**src/rtl/writeback_pkg.sv**
```systemverilog
// rtl/writeback_pkg.sv - shared types and constants for the write-back arbiter
package writeback_pkg;

  localparam int REG_ADDR_W           = 5;
  localparam int XLEN                 = 32;
  localparam int NUM_REGS             = 1 << REG_ADDR_W;
  localparam int STARVE_LIMIT_DEFAULT = 4;

  typedef struct packed {
    logic [REG_ADDR_W-1:0] rd;
    logic [XLEN-1:0]       data;
  } wb_entry_t;

  localparam int ENTRY_W = $bits(wb_entry_t);

endpackage

```
**src/rtl/writeback_fifo.sv**
```systemverilog
// rtl/writeback_fifo.sv - synchronous result buffer for long-latency write-backs
module writeback_fifo
  import writeback_pkg::*;
#(
  parameter int FIFO_DEPTH = 2
) (
  input  logic               clk,
  input  logic               reset_n,
  input  logic               i_push,
  input  logic [ENTRY_W-1:0] i_push_entry,
  input  logic               i_pop,
  output logic               o_full,
  output logic               o_empty,
  output logic [ENTRY_W-1:0] o_head
);

  localparam int AW = $clog2(FIFO_DEPTH);

  logic [ENTRY_W-1:0] r_mem [FIFO_DEPTH];
  logic [AW:0]        r_wr_ptr;
  logic [AW:0]        r_rd_ptr;
  logic               w_push;
  logic               w_pop;

  // Extra wrap bit distinguishes full from empty when the indices match.
  assign o_full  = (r_wr_ptr[AW-1:0] == r_rd_ptr[AW-1:0]) && (r_wr_ptr[AW] != r_rd_ptr[AW]);
  assign o_empty = (r_wr_ptr == r_rd_ptr);
  assign o_head  = r_mem[r_rd_ptr[AW-1:0]];
  assign w_push  = i_push && !o_full;
  assign w_pop   = i_pop && !o_empty;

  // Pointer advance; reset empties the buffer.
  always_ff @(posedge clk) begin
    if (!reset_n) begin
      r_wr_ptr <= '0;
      r_rd_ptr <= '0;
    end else begin
      if (w_push) r_wr_ptr <= r_wr_ptr + 1'b1;
      if (w_pop)  r_rd_ptr <= r_rd_ptr + 1'b1;
    end
  end

  // Entry storage; contents are only meaningful between the pointers.
  always_ff @(posedge clk) begin
    if (w_push) r_mem[r_wr_ptr[AW-1:0]] <= i_push_entry;
  end

endmodule

```
**src/rtl/writeback_arbiter.sv**
```systemverilog
// rtl/writeback_arbiter.sv - merges ALU and buffered LSU results onto the register-file write port; bypass outputs enabled by WB_BYPASS_EN
module writeback_arbiter
  import writeback_pkg::*;
#(
  parameter int FIFO_DEPTH   = 2,
  parameter int STARVE_LIMIT = STARVE_LIMIT_DEFAULT
) (
  input  logic                  clk,
  input  logic                  reset_n,
  input  logic                  alu_valid,
  input  logic [REG_ADDR_W-1:0] alu_rd,
  input  logic [XLEN-1:0]       alu_data,
  input  logic                  lsu_valid,
  output logic                  lsu_ready,
  input  logic [REG_ADDR_W-1:0] lsu_rd,
  input  logic [XLEN-1:0]       lsu_data,
  input  logic                  issue_valid,
  input  logic [REG_ADDR_W-1:0] issue_rd,
  output logic [NUM_REGS-1:0]   busy,
  output logic                  wb_stall,
  output logic                  reg_write_enable,
  output logic [REG_ADDR_W-1:0] write_address,
  output logic [XLEN-1:0]       write_data,
  output logic                  fwd_valid,
  output logic [REG_ADDR_W-1:0] fwd_addr,
  output logic [XLEN-1:0]       fwd_data
);

  localparam int CNT_W = $clog2(STARVE_LIMIT + 1);

  wb_entry_t             w_alu_entry;
  wb_entry_t             w_lsu_entry;
  wb_entry_t             w_head;
  wb_entry_t             w_sel;
  logic [ENTRY_W-1:0]    w_head_bits;
  logic                  w_fifo_full;
  logic                  w_fifo_empty;
  logic                  w_push;
  logic                  w_pop;
  logic                  w_sel_alu;
  logic                  w_sel_valid;
  logic [NUM_REGS-1:0]   w_set;
  logic [NUM_REGS-1:0]   w_clr;

  logic                  r_wb_stall;
  logic [CNT_W-1:0]      r_starve_cnt;
  logic                  r_we;
  logic                  r_from_fifo;
  logic [REG_ADDR_W-1:0] r_addr;
  logic [XLEN-1:0]       r_data;
  logic [NUM_REGS-1:0]   r_busy;

  assign w_alu_entry = '{rd: alu_rd, data: alu_data};
  assign w_lsu_entry = '{rd: lsu_rd, data: lsu_data};
  assign w_head      = wb_entry_t'(w_head_bits);

  // Ready comes straight from registered pointers, so a same-cycle pop never frees a slot.
  assign lsu_ready   = !w_fifo_full;
  assign w_push      = lsu_valid && !w_fifo_full;

  // A stall cycle reserves the write port for the buffered head.
  assign w_sel_alu   = alu_valid && !r_wb_stall;
  assign w_pop       = !w_fifo_empty && !w_sel_alu;
  assign w_sel_valid = w_sel_alu || w_pop;

  writeback_fifo #(
    .FIFO_DEPTH(FIFO_DEPTH)
  ) u_fifo (
    .clk          (clk),
    .reset_n      (reset_n),
    .i_push       (w_push),
    .i_push_entry (w_lsu_entry),
    .i_pop        (w_pop),
    .o_full       (w_fifo_full),
    .o_empty      (w_fifo_empty),
    .o_head       (w_head_bits)
  );

  // Select the write-port source for this cycle.
  always_comb begin
    w_sel = '0;
    if (w_sel_alu)  w_sel = w_alu_entry;
    else if (w_pop) w_sel = w_head;
  end

  // Register the selected result; x0 targets are consumed without a write.
  always_ff @(posedge clk) begin
    if (!reset_n) begin
      r_we        <= 1'b0;
      r_from_fifo <= 1'b0;
      r_addr      <= '0;
      r_data      <= '0;
    end else begin
      r_we        <= w_sel_valid && (w_sel.rd != '0);
      r_from_fifo <= w_pop;
      r_addr      <= w_sel.rd;
      r_data      <= w_sel.data;
    end
  end

  // Count consecutive ALU wins over a waiting head; fire a one-cycle stall at the limit.
  always_ff @(posedge clk) begin
    if (!reset_n) begin
      r_starve_cnt <= '0;
      r_wb_stall   <= 1'b0;
    end else begin
      r_wb_stall <= 1'b0;
      if (w_fifo_empty || w_pop) begin
        r_starve_cnt <= '0;
      end else if (r_starve_cnt == CNT_W'(STARVE_LIMIT - 1)) begin
        r_starve_cnt <= '0;
        r_wb_stall   <= 1'b1;
      end else begin
        r_starve_cnt <= r_starve_cnt + CNT_W'(1);
      end
    end
  end

  assign w_set = (issue_valid && (issue_rd != '0)) ? (NUM_REGS'(1) << issue_rd) : '0;
  assign w_clr = (r_we && r_from_fifo) ? (NUM_REGS'(1) << r_addr) : '0;

  // Pending long-latency destinations; a new issue wins over a retiring write.
  always_ff @(posedge clk) begin
    if (!reset_n) begin
      r_busy <= '0;
    end else begin
      r_busy <= ((r_busy & ~w_clr) | w_set) & ~NUM_REGS'(1);
    end
  end

  assign busy             = r_busy;
  assign wb_stall         = r_wb_stall;
  assign reg_write_enable = r_we;
  assign write_address    = r_addr;
  assign write_data       = r_data;

`ifdef WB_BYPASS_EN
  assign fwd_valid = r_we;
  assign fwd_addr  = r_addr;
  assign fwd_data  = r_data;
`else
  assign fwd_valid = 1'b0;
  assign fwd_addr  = '0;
  assign fwd_data  = '0;
`endif

endmodule

```
**config.mk**
```make
export PLATFORM = sky130hd
export DESIGN_NAME = writeback_arbiter
export DESIGN_NICKNAME = d
export VERILOG_FILES = /design/src/rtl/writeback_pkg.sv /design/src/rtl/writeback_fifo.sv /design/src/rtl/writeback_arbiter.sv
export SDC_FILE = /design/constraint.sdc
export NUM_CORES = 1
export LEC_CHECK = 0
export ABC_CLOCK_PERIOD_IN_PS = 6900
export BUFFER_PORTS_ARGS = -buffer_cell sky130_fd_sc_hd__buf_2
export CORE_MARGIN = 5
export CORE_UTILIZATION = 54
export DETAILED_ROUTE_END_ITERATION = 16
export PLACE_DENSITY = 0.82
export SETUP_SLACK_MARGIN = 0.5
export SYNTH_ARGS = -nofsm -noshare
export SYNTH_HDL_FRONTEND = slang
export SYNTH_SLANG_ARGS = --single-unit
export TNS_END_PERCENT = 1
```
**constraint.sdc**
```tcl
create_clock -name clk -period 6.9 [get_ports clk]
set_input_delay 0.69 -clock clk [delete_from_list [all_inputs] [get_ports clk]]
set_output_delay 0.69 -clock clk [all_outputs]
set_load 0.01 [all_outputs]
```
==> reports/metrics.yaml <==
clock_tree:
  clk_latency_ps: 530
  numClockSinks: 153
  cts_resized: 0
  cts_buffer_depth: 2
  htree_levels: 4
  cts_tree: "done"
  cts-root-buf: "clkbuf_8"
  ctsHoldBuffers: 0
  cts_setup_buffers: 0
  clkTransAtPathRegs_ps: 70
  cts_made_buffers: 17
global_route:
  met2_usage_pct: 33.4
  grtUsageMet1_pct: 23.3
  grt_pass1_vias: 4281
  grt_start_max_net_pins: 45
  grt_pass1_wl_um: 20500
  antenna_found_initial: 2
  grt_util_all_layers_pct: 20.2
  met3_usage_pct: 7.62
  grt_remaining_overflow: 0
  busiest_layer: "met2"
placed_design:
  dp_hpwl_um: 9080
  port_buffers: 154
  placed_cell_area_mm2: 0.00676
  gp_congestion: 0.844
worst_setup_path:
  critPathSlowestCell: "dfxtp_1"
  path_class: "reg -> out"
  r2r_cells: 4
  r2r-start: "wb_stall"
  max_stage_delay_ps: 390
  worstReg2RegEnd: "write_data[1]"
  crit_family: "flip-flops"
  crit_start: "u_fifo.r_wr_ptr[0]"
  critical_path_buf_inv_count: 1
  regToRegSetupSlack_ps: 4590
  worstPathMaxFanout: 6
  critPathLaunchType: "flip-flop"
  cp_cell_sequence: "xnor2_1 -> or2b_1 -> buf_2"
  endpoint: "lsu_ready"
  crit_required_ps: 6210
  path_depth: 3
  worstPathArrival_ps: 1650
  crit_path_end_kind: "output pin"
logic_synthesis:
  async_flop_share_pct: 0
  syn-cell-area_mm2: 0.00604
  ys_seq_area_share_pct: 63.0
  synth_edf_count: 74
  synth.distinct_cells: 44
  ys_warn_count: 0
  synthFlopType: "dfxtp_1"
  synth-seq-cells: 153
  synthCells: 498
  synth.avg_cell_area_um2: 12.1
power:
  p_clk_share_pct: 37.4
  peakVddDrop_uv: 254
  cellPowerDensity_mw_per_mm2: 321
  p_sw_w: 0.000659
  share_comb_of_total_power_pct: 16.3
  p_int_w: 0.00169
  leakage_nw: 3.00
  power_frac_seq_pct: 46.3
  swShare_pct: 28.0
final_layout:
  antennaDiodeCount: 0
  final_cell_area_mm2: 0.00732
  nets: 740
  utilization_pct: 67.3
  final_cell_mix: "buf_2 (154), dfxtp_1 (78), edfxtp_1 (74)"
  areaGrowthSynthToFinish_pct: 21.4
  final_common_cell: "buf_2"
  drive_gt1_share_pct: 33.6
  fillCellCount: 799
routing:
  drc: 0
  vias: 4096
  wl_um: 12900
  first_iter_violations: 327
  final_antenna_net_count: 0
  wl_per_cell_um: 16.0
  routed_via_density: 5.08
  first_pass_iters: 4
worst_hold_path:
  min_path_type: "in -> reg"
sta:
  max_freq_ghz: 0.428
  maxSlewViolCount: 0
  skew_ps: 7.41
  hold_viol: 0
  finalCritPeriodShare_pct: 33.9
  min_period_ps: 2340
  slew_headroom_pct: 26.3
  rsz0062_at_grt: "false"
  setup_tns_ps: 0
  setup_viol: 0
  tightest_slew_ps: 1100
die:
  row_count: 38
  dieArea_mm2: 0.0134
  start_util_pct: 55.4
  die_y_um: 116
  die_w_um: 116
  core-area_mm2: 0.0109
  io_pins: 194
status:
  status: "complete, no violations"
run:
  cap_violations: 0
[synthesized netlist by cell type, drive strengths merged (2+ instances only)]
master  count  area (um2)
a21oi       2        13.8
mux2i      37         370
nand2      67         254
xnor2       4        42.6
inv         5        18.8
and3        2        12.5
and2        7        45.1
nor4        2        12.5
dfxtp      79        1580
or2         2        12.5
buf        51         374
clkbuf      7        26.3
a21boi     31         233
nor2b       9        56.3
xor2        2        17.5
ha          2        25.0
nand3b      5        37.5
nand2b      9        56.3
a22oi       5        37.5
edfxtp     74        2220
o21ai      65         427
nor2       17        63.8
nand3       2        10.0
[flip-flops by register name, summed over array words and instances (netlist names), named ones only]
signal	cells
u_fifo.r_rd_ptr	2
r_starve_cnt	3
r_from_fifo	1
busy	31
write_address	5
reg_write_enable	1
write_data	32
u_fifo.r_wr_ptr	2
u_fifo.r_mem	74
wb_stall	1
[how the worst min path moves through the flow]
stage                     from  depth (start not counted)             endpoint
2_1_floorplan  r_starve_cnt[0]                          1      r_starve_cnt[0]
3_3_place_gp   r_starve_cnt[0]                          1      r_starve_cnt[0]
3_5_place_dp   r_starve_cnt[0]                          1      r_starve_cnt[0]
4_1_cts           lsu_data[18]                          1  u_fifo.r_mem[0][18]
5_1_grt           lsu_data[17]                          1  u_fifo.r_mem[0][17]
6_report          lsu_data[16]                          1  u_fifo.r_mem[0][16]
[layer usage]
metal	part of all wire, %	wire length, um
met1	40	5140
met2	49	6350
met3	9.5	1230
met4	1.4	186
met5	0.19	25
[power by group through the flow]
| stage | sequential (W) | combinational, W | clock [W] |
|---|---|---|---|
| 3_3_place_gp | 0.00110 | 0.000374 | 0 |
| 2_1_floorplan | 0.00112 | 0.000267 | 0 |
| 3_5_place_dp | 0.00111 | 0.000385 | 0 |
| 4_1_cts | 0.00109 | 0.000387 | 0.000898 |
| 5_1_grt | 0.00110 | 0.000420 | 0.000942 |
| 6_report | 0.00109 | 0.000382 | 0.000880 |
[logic make-up after synthesis]
group           count (synthesis)  share of synthesized area [%]
flops                         153                           63.0
buf+inv                        63                           6.94
xor+xnor                        6                          0.995
mux                            37                           6.14
simple gates                  128                           10.0
compound gates                108                           12.4
other cells                     1                         0.0621
fa+ha+maj                       2                          0.415
[cell type report]
cell class	instances	area [um2]	area share, %
repair buffers	157	793	10.8
inverters	5	18.8	0.256
well taps	140	175	2.39
multi-input cells	320	1960	26.8
flip-flops and latches	153	3800	51.9
clock inverters	15	155	2.12
clock buffers	17	414	5.65
[per-stage QoR]
step	std cells	setup WS (ps)	total power, W	hold WS (ps)
floorplan	536	4090	0.00139	399
global placement	775	4220	0.00148	408
detailed placement	775	4080	0.00149	415
CTS	807	4530	0.00237	310
global route	807	4260	0.00246	311
finish	807	4560	0.00235	349
Note: power is estimated with default switching activity, not from simulation.
